File: src/rtl/seq_signed_divider_pkg.sv
// Shared arithmetic definitions: FSM encodings, default width and the MIN constant helper.
// Imported by the divider and by arithmetic testbenches.
package seq_signed_divider_pkg;

    localparam int DEFAULT_WIDTH = 32;

    localparam logic [1:0] ST_IDLE  = 2'd0;
    localparam logic [1:0] ST_LOAD  = 2'd1;
    localparam logic [1:0] ST_ITER  = 2'd2;
    localparam logic [1:0] ST_FIXUP = 2'd3;

    function automatic logic [DEFAULT_WIDTH-1:0] min_value();
        return {1'b1, {(DEFAULT_WIDTH-1){1'b0}}};
    endfunction

endpackage

File: src/rtl/seq_signed_divider_if.sv
// Start/done handshake and operand/result bus of the sequential signed divider.
interface seq_signed_divider_if #(parameter int WIDTH = 32);

    logic             start;
    logic [WIDTH-1:0] dividend;
    logic [WIDTH-1:0] divisor;
    logic             busy;
    logic             done;
    logic [WIDTH-1:0] quotient;
    logic [WIDTH-1:0] remainder;
    logic             div_by_zero;

    modport master (
        output start, dividend, divisor,
        input  busy, done, quotient, remainder, div_by_zero
    );

    modport slave (
        input  start, dividend, divisor,
        output busy, done, quotient, remainder, div_by_zero
    );

endinterface

File: src/rtl/seq_signed_divider_nr_div_step.sv
// One radix-2 non-restoring division step on magnitudes.
// P is WIDTH+1 bits signed; the add/subtract choice follows the sign of P before the shift.
module nr_div_step #(
    parameter int WIDTH = 32
) (
    input  logic [WIDTH:0]   p,
    input  logic [WIDTH-1:0] q,
    input  logic [WIDTH-1:0] d,
    output logic [WIDTH:0]   p_next,
    output logic [WIDTH-1:0] q_next
);

    logic [WIDTH:0] p_sh;
    logic [WIDTH:0] d_ext;

    always_comb begin
        p_sh   = {p[WIDTH-1:0], q[WIDTH-1]};
        d_ext  = {1'b0, d};
        p_next = p[WIDTH] ? (p_sh + d_ext) : (p_sh - d_ext);
        q_next = {q[WIDTH-2:0], ~p_next[WIDTH]};
    end

endmodule

File: src/rtl/seq_signed_divider.sv
// Multi-cycle signed divider: one non-restoring iteration per clock on operand magnitudes,
// signs re-applied in a final fix-up cycle. Truncating division, remainder follows dividend.
//
//   state    | meaning
//   ST_IDLE  | waiting for start; also holds the done cycle (busy still high)
//   ST_LOAD  | latch signs and magnitudes, clear partial remainder
//   ST_ITER  | WIDTH shift/add-subtract steps, counter WIDTH-1 down to 0
//   ST_FIXUP | restore negative remainder, apply signs, register results, pulse done
module seq_signed_divider
    import seq_signed_divider_pkg::*;
#(
    parameter int WIDTH = DEFAULT_WIDTH
) (
    input  logic                 clk,
    input  logic                 rst_n,
    seq_signed_divider_if.slave  bus
);

    localparam int CNT_W = $clog2(WIDTH);

    logic [1:0]       state;
    logic [CNT_W-1:0] cnt;
    logic [WIDTH:0]   p;
    logic [WIDTH-1:0] q;
    logic [WIDTH-1:0] d;
    logic             neg_q;
    logic             neg_r;
    logic             dz;

    logic [WIDTH:0]   p_next;
    logic [WIDTH-1:0] q_next;
    logic [WIDTH-1:0] rem_mag;

    function automatic logic [WIDTH-1:0] twos(input logic [WIDTH-1:0] x);
        return ~x + 1'b1;
    endfunction

    nr_div_step #(.WIDTH(WIDTH)) u_step (
        .p      (p),
        .q      (q),
        .d      (d),
        .p_next (p_next),
        .q_next (q_next)
    );

    // A negative final partial remainder is one subtraction too far.
    always_comb begin
        rem_mag = p[WIDTH] ? (p[WIDTH-1:0] + d) : p[WIDTH-1:0];
    end

    always_ff @(posedge clk or negedge rst_n) begin
        if (!rst_n) begin
            state           <= ST_IDLE;
            cnt             <= '0;
            p               <= '0;
            q               <= '0;
            d               <= '0;
            neg_q           <= 1'b0;
            neg_r           <= 1'b0;
            dz              <= 1'b0;
            bus.busy        <= 1'b0;
            bus.done        <= 1'b0;
            bus.quotient    <= '0;
            bus.remainder   <= '0;
            bus.div_by_zero <= 1'b0;
        end else begin
            bus.done <= 1'b0;
            case (state)
                ST_IDLE: begin
                    // busy is still high during the done cycle, so a start there is refused
                    if (bus.busy) begin
                        bus.busy <= 1'b0;
                    end else if (bus.start) begin
                        q        <= bus.dividend;
                        d        <= bus.divisor;
                        bus.busy <= 1'b1;
                        state    <= ST_LOAD;
                    end
                end
                ST_LOAD: begin
                    neg_r <= q[WIDTH-1];
                    neg_q <= q[WIDTH-1] ^ d[WIDTH-1];
                    dz    <= (d == '0);
                    q     <= q[WIDTH-1] ? twos(q) : q;
                    d     <= d[WIDTH-1] ? twos(d) : d;
                    p     <= '0;
                    cnt   <= CNT_W'(WIDTH - 1);
                    state <= ST_ITER;
                end
                ST_ITER: begin
                    p <= p_next;
                    q <= q_next;
                    if (cnt == '0) begin
                        state <= ST_FIXUP;
                    end else begin
                        cnt <= cnt - 1'b1;
                    end
                end
                ST_FIXUP: begin
                    // With a zero divisor the iteration leaves Q all ones and P = |dividend|.
                    bus.quotient    <= dz ? '1 : (neg_q ? twos(q) : q);
                    bus.remainder   <= neg_r ? twos(rem_mag) : rem_mag;
                    bus.div_by_zero <= dz;
                    bus.done        <= 1'b1;
                    state           <= ST_IDLE;
                end
                default: begin
                    state <= ST_IDLE;
                end
            endcase
        end
    end

endmodule

File: src/flat_wrapper.sv
// flat-port wrapper written by rule: the top's interface ports become plain ports
module seq_signed_divider_flat import seq_signed_divider_pkg::*;
#(
    parameter int WIDTH = DEFAULT_WIDTH
)
  (clk, rst_n, bus_start, bus_dividend, bus_divisor, bus_busy, bus_done, bus_quotient, bus_remainder, bus_div_by_zero);
  seq_signed_divider_if #(.WIDTH(WIDTH)) bus_i ();
  input  logic clk;
  input  logic rst_n;
  input wire logic [$bits(bus_i.start)-1:0] bus_start;
  input wire logic [$bits(bus_i.dividend)-1:0] bus_dividend;
  input wire logic [$bits(bus_i.divisor)-1:0] bus_divisor;
  output wire logic [$bits(bus_i.busy)-1:0] bus_busy;
  output wire logic [$bits(bus_i.done)-1:0] bus_done;
  output wire logic [$bits(bus_i.quotient)-1:0] bus_quotient;
  output wire logic [$bits(bus_i.remainder)-1:0] bus_remainder;
  output wire logic [$bits(bus_i.div_by_zero)-1:0] bus_div_by_zero;
  assign bus_i.start = bus_start;
  assign bus_i.dividend = bus_dividend;
  assign bus_i.divisor = bus_divisor;
  assign bus_busy = bus_i.busy;
  assign bus_done = bus_i.done;
  assign bus_quotient = bus_i.quotient;
  assign bus_remainder = bus_i.remainder;
  assign bus_div_by_zero = bus_i.div_by_zero;
  seq_signed_divider #(.WIDTH(WIDTH)) u_core (.clk(clk), .rst_n(rst_n), .bus(bus_i));
endmodule
File: config.mk
export PLATFORM = sky130hd
export DESIGN_NAME = seq_signed_divider_flat
export DESIGN_NICKNAME = d
export VERILOG_FILES = /design/src/rtl/seq_signed_divider_pkg.sv /design/src/rtl/seq_signed_divider_if.sv /design/src/rtl/seq_signed_divider_nr_div_step.sv /design/src/rtl/seq_signed_divider.sv /design/src/flat_wrapper.sv
export SDC_FILE = /design/constraint.sdc
export NUM_CORES = 1
export LEC_CHECK = 0
export CAP_MARGIN = 5
export CORE_ASPECT_RATIO = 0.8
export CORE_UTILIZATION = 50
export DETAILED_ROUTE_END_ITERATION = 8
export GPL_TIMING_DRIVEN = 0
export PLACE_DENSITY = 0.7
export SETUP_SLACK_MARGIN = 0.2
export SYNTH_ARGS = -nofsm -noshare
export SYNTH_HDL_FRONTEND = slang
export SYNTH_SLANG_ARGS = --single-unit
File: constraint.sdc
create_clock -name clk -period 8.4 [get_ports clk]
set_clock_uncertainty 0.2 [all_clocks]
set_input_delay 2.52 -clock clk [delete_from_list [all_inputs] [get_ports clk]]
set_output_delay 2.52 -clock clk [all_outputs]
set_load 0.01 [all_outputs]
* Word level (Yosys, flattened, before mapping)
Index checks and enable logic that the tools add are counted.
** Word-level totals
- Output and inout port bits :: 67
- Register bits after elaboration :: 174
** Operators by class
- Bitwise operators :: 5
- Eq/ne operators :: 9
- Add/subtract/negate cells :: 7
- Reductions and logical operators :: 12
- Multiplexer cells :: 23
** Operators by type and width (count)
- two-way mux 32 bit :: 10
- adder 32 x 1 -> 32 bit (second input constant) :: 3
- NOT 32 bit :: 3
- case mux 32 bit (3 select lines) :: 1
- case mux 33 bit (2 select lines) :: 1
- case mux 32 bit (2 select lines) :: 1
- adder 33 x 32 -> 33 bit :: 1
- two-way mux 33 bit :: 1
- subtractor 33 x 32 -> 33 bit :: 1
- adder 32 bit :: 1
- zero test 32 bit :: 1
- case mux 5 bit (2 select lines) :: 1
- AND reduction 3 bit :: 3
- case mux 2 bit (4 select lines) :: 1
- AND reduction 4 bit :: 2
- two-way mux 2 bit :: 3
- != test 2 x 1 -> 1 bit (second input constant) :: 3
- != test 2 bit (second input constant) :: 3
- zero test 5 bit :: 1
- two-way mux 5 bit :: 1
- subtractor 5 x 1 -> 5 bit (second input constant) :: 1
- == test 2 bit (second input constant) :: 2
- nonzero test 2 bit :: 2
- two-way mux 1 bit :: 3
- other kinds (6) :: 6

* Depth between registers and ports, before layout
Gate-level depths: netlist of the first run.
- Depth in word-level cells :: 5
- Mapped depth :: 20
- Depth with buffers taken out :: 19

* By module
A second synthesis of the first run with hierarchy kept.
** Second synthesis, totals
- Cell total of the unflattened synthesis :: 1824
- Area total of the unflattened synthesis :: 14905.5 µm²
** By module, submodules not included
- seq_signed_divider :: cells an instance 1386, times used 1, area an instance 11932.7 µm², seq. area each 4354.2 µm²
- nr_div_step :: cells an instance 438, times used 1, area an instance 2972.9 µm², seq. area each 0.0 µm²

* Worst setup path before layout of the first run
Ideal clock, no wire load.
- Path kind :: register to register
- From :: register u_core.p[32]
- To :: register u_core.p[29]
- Path slack :: 3.181 ns
- Arrival time :: 4.919 ns
- Stages on the path, launching flop included :: 19
- Clock period less this slack :: 5.219 ns
- Required time :: 8.099 ns
- Setup time :: 0.101 ns
- Cells stage by stage :: dfrtp_1 > clkbuf_1 > clkbuf_1 > clkbuf_1 > clkbuf_1 > buf_1 > buf_1 > mux2_2 > ha_1 > a21oi_1 > a2bb2oi_1 > a2111oi_0 > o21ai_0 > o21ai_0 > nand4_1 > a31oi_1 > o21ai_0 > nor3b_1 > o32ai_1
** On the way
- Word-level cells in the longest chain between the ends :: 2
** Ends and longest elaborated chain
- from (decl) :: line seq_signed_divider.sv:23 : logic [WIDTH:0] p;
- from (signal assigned) :: line seq_signed_divider.sv:91 : p <= p_next;
- two-way mux 33 bit :: line seq_signed_divider_nr_div_step.sv:19 : p_next = p[WIDTH] ? (p_sh + d_ext) : (p_sh - d_ext);
- case mux 33 bit (2 select lines) :: line seq_signed_divider.sv:68 : case (state)
Every way passes these cells.
A chain may end at the register's enable or synchronous reset.

* Worst setup path after layout of the first run
Ends and elaborated chain as after synthesis.

==> results of run 1 <==
-- registers in the layout, summed over array words and instances, names as in the netlist --
signal and cells:
u_core.p 33, u_core.bus.quotient 32, u_core.bus.remainder 32, u_core.d 32
u_core.q 32, u_core.cnt 5, u_core.state 2, u_core.bus.busy 1
u_core.bus.div_by_zero 1, u_core.bus.done 1, u_core.dz 1, u_core.neg_q 1
u_core.neg_r 1
-- worst paths after layout --
kind / from / end / slack (ps) / cells past startpoint
max in group asynchronous: rst_n / u_core.bus.remainder[20] / 5240 / 2
min reg2reg: u_core.cnt[0] / u_core.cnt[0] / 290 / 1
min: u_core.cnt[0] / u_core.cnt[0] / 290 / 1
max: u_core.p[32] / u_core.p[29] / 680 / 18
min in group asynchronous: rst_n / u_core.d[6] / 1810 / 1
max reg2reg: u_core.p[32] / u_core.p[29] / 680 / 18
-- where the power goes --
group          total (uW)  switching (uW)  internal, uW
Sequential           1650             444          1200
Combinational        4890            2950          1950
Clock                 821             374           447
Total                7360            3760          3600
-- cells in the mapped netlist (16+ instances only) --
master	number
o31ai_1	18
a21oi_1	154
a21o_1	29
mux2i_1	39
a221oi_1	21
clkbuf_1	94
o2bb2ai_1	18
or3_1	37
nand2_1	168
nor2_1	164
xnor2_1	51
nor3_1	49
ha_1	74
and3_1	34
o22ai_1	40
o21ai_0	130
nand3_1	32
dfrtp_1	174
mux2_2	21
nand2b_1	25
a211oi_1	18
inv_1	51
nand4_1	19
nor2b_1	16
xor2_1	65
-- area by class of cell --
type / instances / area (sq um) / area share [%]
multi-input cells: 1425 / 9220 / 55.5
flip-flops and latches: 174 / 4350 / 26.2
repair buffers: 134 / 1360 / 8.21
well taps: 364 / 455 / 2.74
clock buffers: 19 / 443 / 2.67
plain buffers: 111 / 432 / 2.60
inverters: 53 / 199 / 1.20
clock inverters: 12 / 139 / 0.836
-- placed cells by master (no fill, tap or decap), types with 29 or more instances in the layout --
cell / netlist / layout
a21o_1: 29 / 29
inv_1: 51 / 51
ha_1: 74 / 74
and3_1: 34 / 34
a21oi_1: 154 / 154
o21ai_0: 130 / 130
dfrtp_1: 174 / 174
nand3_1: 32 / 32
clkbuf_1: 94 / 95
xnor2_1: 51 / 51
nor2_1: 164 / 164
mux2i_1: 39 / 39
xor2_1: 65 / 65
o22ai_1: 40 / 40
nor3_1: 49 / 49
nand2_1: 168 / 168
or3_1: 37 / 37
clkdlybuf4s50_1: 0 / 132
-- stage by stage --
stage / hold slack, ps / power, uW
2_1_floorplan: 237 / 4910
3_3_place_gp: 263 / 6330
3_5_place_dp: 269 / 6420
4_1_cts: 281 / 7260
5_1_grt: 309 / 7960
6_report: 285 / 7360
-- kinds of logic (layout without fill, tap and decap cells) --
group	after synthesis	in the layout	share of synthesized area (%)
buf+inv	164	329	4.44
xor+xnor	116	116	7.15
flops	174	174	30.6
compound gates	558	558	25.4
simple gates	615	615	21.1
fa+ha+maj	76	76	6.80
mux	60	60	4.41
-- metal layers --
metal | vias up | track usage (%)
met5 | - | 0
met4 | 0 | 6.36
met3 | 45 | 5.76
met2 | 607 | 41.7
met1 | 6685 | 52.4
li1 | 6778 | -
==> impl_metrics.ini, run 1 <==
[setup_path]
cp_common_cell = clkbuf_1
crit_type = flop to flop
cp_max_fo = 10
crit_path_top_delay_cell = buf_1
cp.arrival_ps = 7860
crit_chain = clkbuf_1 -> clkbuf_1 -> clkbuf_1 -> clkbuf_1 -> buf_1 -> buf_1 -> mux2_2 -> ha_1 -> a21oi_1 -> a2bb2oi_1 -> a2111oi_0 -> o21ai_0 -> o21ai_0 -> nand4_1 -> a31oi_1 -> o21ai_0 -> nor3b_1 -> o32ai_1
path_buf_inv = 6
critical_path.top_delay_family = buffers and inverters
worstSetupStartpointType = flop
cp_slowest_stage_delay_ps = 670
worstPathRequired_ps = 8550
worstSetupEndpointType = flop

[place]
port_buffers = 133
dp_hpwl_um = 35400
placed_area_sq_mm = 0.0160
dp_slack_ps = 914
dp_cells = 2261
gp_congestion = 0.977

[logic_synthesis]
syn_nets = 1906
yosys_register_bits = 174
synth_top_area_cell = dfrtp_1
synth-edff-count = 0
async_flop_share_pct = 100
netlist_area_sq_mm = 0.0142
postSynthCellCount = 1763
synthDistinctLibCells = 86
synth-seq-area-share_pct = 30.6
yosysTopAreaCellShare_pct = 30.6
yosys_warnings = 0
ys.flop_type = dfrtp_1
syn_area_per_cell_sq_um = 8.06
synthTopCellsByArea = dfrtp_1 (31%), ha_1 (6.5%), a21oi_1 (5.4%)

[cts]
cts_tree = built
cts-root-buf = clkbuf_16
cts_setup_buffers = 0
ctsHoldBuffers = 0
htree_levels = 4
cts_sinks = 174
cts_resized = 0
clockBufferDepth = 2
path_clk_slew_ps = 70
worstSkewPairLatency_ps = 460
cts_buffers = 17

[grt]
grt_overflow = 0
grt_max_degree = 110
grt_pass1_wl_um = 72200
grt_pass1_vias = 12683
antenna_found_initial = 0
track_usage_pct = 31.8

[timing]
setup-violations-final = 0
tightest_slew_ps = 951
tns_ps = 0
fin_ws_ps = 685
fin_crit_ps = 7720
final-max-slew-violation-count = 0
hold_violations = 0
rsz0062_at_grt = false
fmax_ghz = 0.130
finalCritPeriodShare_pct = 91.8
slew_headroom_pct = 35.8

[routing]
vias_per_cell = 6.16
drtIter0Drc = 1320
first_pass_iters = 7
m1WireLength_um = 22800
dr_total_vias = 14115
wl_met3_um = 4490
ant_nets = 0
drc = 0
met2_length_um = 17600
postRouteWirelength_um = 45500
wl_per_cell_um = 19.8
top_layer_used = met4

[cells_and_area]
drive_above_1_share_pct = 5.13
nFillCells = 2543
syn_to_final_growth_pct = 16.9
stdcell_area_sq_mm = 0.0166
diodes = 0
final_util_pct = 60.2
final_cell_count_no_fill = 2292
nNetsFinal = 2059

[power]
p_per_area_mw_per_mm2 = 443
ir_drop_mv = 0.204
p_leak_uw = 0.00707

[floorplan]
die_x_um = 190
initial_core_util_pct = 51.5
pin_count = 134
die_area_sq_mm = 0.0291
row_count = 54
dieHeight_um = 153
core_sq_mm = 0.0276

[job]
maxCapViolCount = 0

[status]
status = finished clean

[worst_hold_path]
hold_path_class = flop to flop
Note: power is estimated with default switching activity, not from simulation.
==> run 2, diff against run 1 <==
--- a/config.mk
+++ b/config.mk
@@ -6,12 +6,14 @@
 export NUM_CORES = 1
 export LEC_CHECK = 0
 export CAP_MARGIN = 5
-export CORE_ASPECT_RATIO = 0.8
+export CORE_ASPECT_RATIO = 1.75
 export CORE_UTILIZATION = 50
 export DETAILED_ROUTE_END_ITERATION = 8
 export GPL_TIMING_DRIVEN = 0
+export HOLD_SLACK_MARGIN = 0.05
 export PLACE_DENSITY = 0.7
 export SETUP_SLACK_MARGIN = 0.2
 export SYNTH_ARGS = -nofsm -noshare
 export SYNTH_HDL_FRONTEND = slang
 export SYNTH_SLANG_ARGS = --single-unit
+export TNS_END_PERCENT = 50
==> run 2 against run 1 <==
Net effect: hold slack worse by 8.4 ps; non-clock buffer count stayed put; setup slack worse by 100 ps; clock power is 4.4% higher; via count is 0.14% lower; global-route usage is 2.2 points higher; sequential share of layout area is 0.069 points lower; wire length is 5.4% higher; sequential power is 4% lower; design area is 0.26% higher; combinational power is 0.8% higher; critical endpoint unchanged; highest routed layer is now met5.
==> impl_metrics.ini, run 2 (synthesis results as in run 1) <==
[timing]
rsz0062_at_grt = false
fmax_ghz = 0.128
finalCritPeriodShare_pct = 93.0
fin_crit_ps = 7820
hold_violations = 0
tightest_slew_ps = 1170
fin_ws_ps = 584
slew_headroom_pct = 20.3
final-max-slew-violation-count = 0
setup-violations-final = 0

[setup_path]
cp.arrival_ps = 7970
crit_type = flop to flop
worstPathRequired_ps = 8560
cp_max_fo = 10
worstSetupStartpointType = flop
worstSetupEndpointType = flop

[routing]
wl_per_cell_um = 20.8
ant_nets = 0
drtIter0Drc = 955
vias_per_cell = 6.12
postRouteWirelength_um = 47900
first_pass_iters = 6
dr_total_vias = 14095
drc = 0

[cells_and_area]
regArea_sq_mm = 0.00435
nFillCells = 2670
syn_to_final_growth_pct = 17.2
mostFrequentLayoutCells = dfrtp_1 (174), nand2_1 (168), nor2_1 (164)
multi_input_area_sq_mm = 0.00922
drive_above_1_share_pct = 5.24
regMostFlops = u_core.p
stdcell_area_sq_mm = 0.0167
largest_reg_flops = 33
nNetsFinal = 2059
final_common_cell = dfrtp_1

[cts]
cts_sinks = 174
htree_levels = 4
clockBufferDepth = 2
worstSkewPairLatency_ps = 470
cts_buffers = 17
ctsHoldBuffers = 0
cts_tree = built
path_clk_slew_ps = 70
cts-root-buf = clkbuf_16

[job]
maxCapViolCount = 0

[power]
p_clk_share_pct = 11.6
power_frac_seq_pct = 21.5
p_per_area_mw_per_mm2 = 443
p_leak_uw = 0.00710
pwr-share-comb_pct = 66.9
power_switching_uw = 3770
ir_drop_mv = 0.216
power.internal_uw = 3610
sw_frac_of_total_pct = 51.1

[place]
port_buffers = 133
placed_area_sq_mm = 0.0160
dp_slack_ps = 452
dp_hpwl_um = 37700
gp_congestion = 0.977

[grt]
grt_pass1_vias = 13931
grt_max_degree = 92
antenna_found_initial = 1
track_usage_pct = 34.0
grt_pass1_wl_um = 74600
grt_overflow = 0

[floorplan]
initial_core_util_pct = 50.8
die_x_um = 129
row_count = 81
pin_count = 134
dieHeight_um = 225
die_area_sq_mm = 0.0291
core_sq_mm = 0.0280

[status]
status = finished clean

[worst_hold_path]
hold_path_class = flop to flop
run 2: changes by cell type in the layout (fill, tap and decap cells not counted), moves of 2 or more:
cell / delta
inv_6: +2
clkinvlp_4: -2
inv_8: +4
clkinv_2: -2
run 2: power groups by stage:
stage,logic [uW],registers (uW),clock network [uW]
finish,4930,1590,857
floorplan,3370,1550,0
CTS,4890,1580,863
global placement,4780,1580,0
detailed placement,4870,1590,0
global route,5430,1640,894
run 2: cell type report:
| cell class | count | share of cell area (%) |
|---|---|---|
| multi-input cells | 1425 | 55.4 |
| flip-flops and latches | 174 | 26.1 |
| repair buffers | 134 | 8.19 |
| well taps | 373 | 2.80 |
| clock buffers | 19 | 2.66 |
| plain buffers | 111 | 2.60 |
| inverters | 53 | 1.19 |
| clock inverters | 13 | 1.01 |
| diodes | 1 | 0.0150 |
run 2: final timing paths:
check | to | slack [ps] | start | depth (start not counted)
worst max-delay path | u_core.p[29] | 580 | u_core.p[32] | 18
worst min-delay path | u_core.bus.remainder[11] | 280 | u_core.bus.remainder[11] | 1
worst max register to register | u_core.p[29] | 580 | u_core.p[32] | 18
worst min register to register | u_core.bus.remainder[11] | 280 | u_core.bus.remainder[11] | 1
max in group asynchronous | u_core.q[31] | 5300 | rst_n | 2
min in group asynchronous | u_core.p[29] | 1840 | rst_n | 1
run 2: through the flow:
stage | setup TNS (ps) | utilization [%] | cells | total power (uW) | hold WS (ps)
finish | 0 | 59.5 | 2303 | 7380 | 277
CTS | 0 | 59.5 | 2302 | 7330 | 283
global placement | -506280 | 57.2 | 2269 | 6370 | 262
detailed placement | 0 | 57.3 | 2270 | 6460 | 267
floorplan | 0 | - | 1763 | 4910 | 237
global route | 0 | 59.5 | 2302 | 7960 | 303
run 2: repair_timing:
| item | 4_1_cts | 5_1_grt |
|---|---|---|
| gates resized for setup | 0 | 2 |
| setup buffers | 0 | 0 |
| endpoints found under the setup margin | 0 | 2 |
run 2: metal layers:
layer  GRT usage (%)  wire length (um)  up-vias
met1            34.4             17200     6681
li1                -                 -     6780
met3            4.46              2170      155
met2            63.4             25500      477
met5               0                13        -
met4            23.0              3040        2
run 2: worst max-delay path, stage by stage, from the launching register on:
cell	delay, ps
dfrtp_1	450
clkbuf_1	450
clkbuf_1	570
clkbuf_1	540
clkbuf_2	440
buf_1	630
buf_1	660
mux2_2	430
ha_1	280
a21oi_1	80
a2bb2oi_1	200
a2111oi_0	700
o21ai_0	400
o21ai_0	550
nand4_1	290
a31oi_1	240
o21ai_0	140
nor3b_1	160
o32ai_1	280
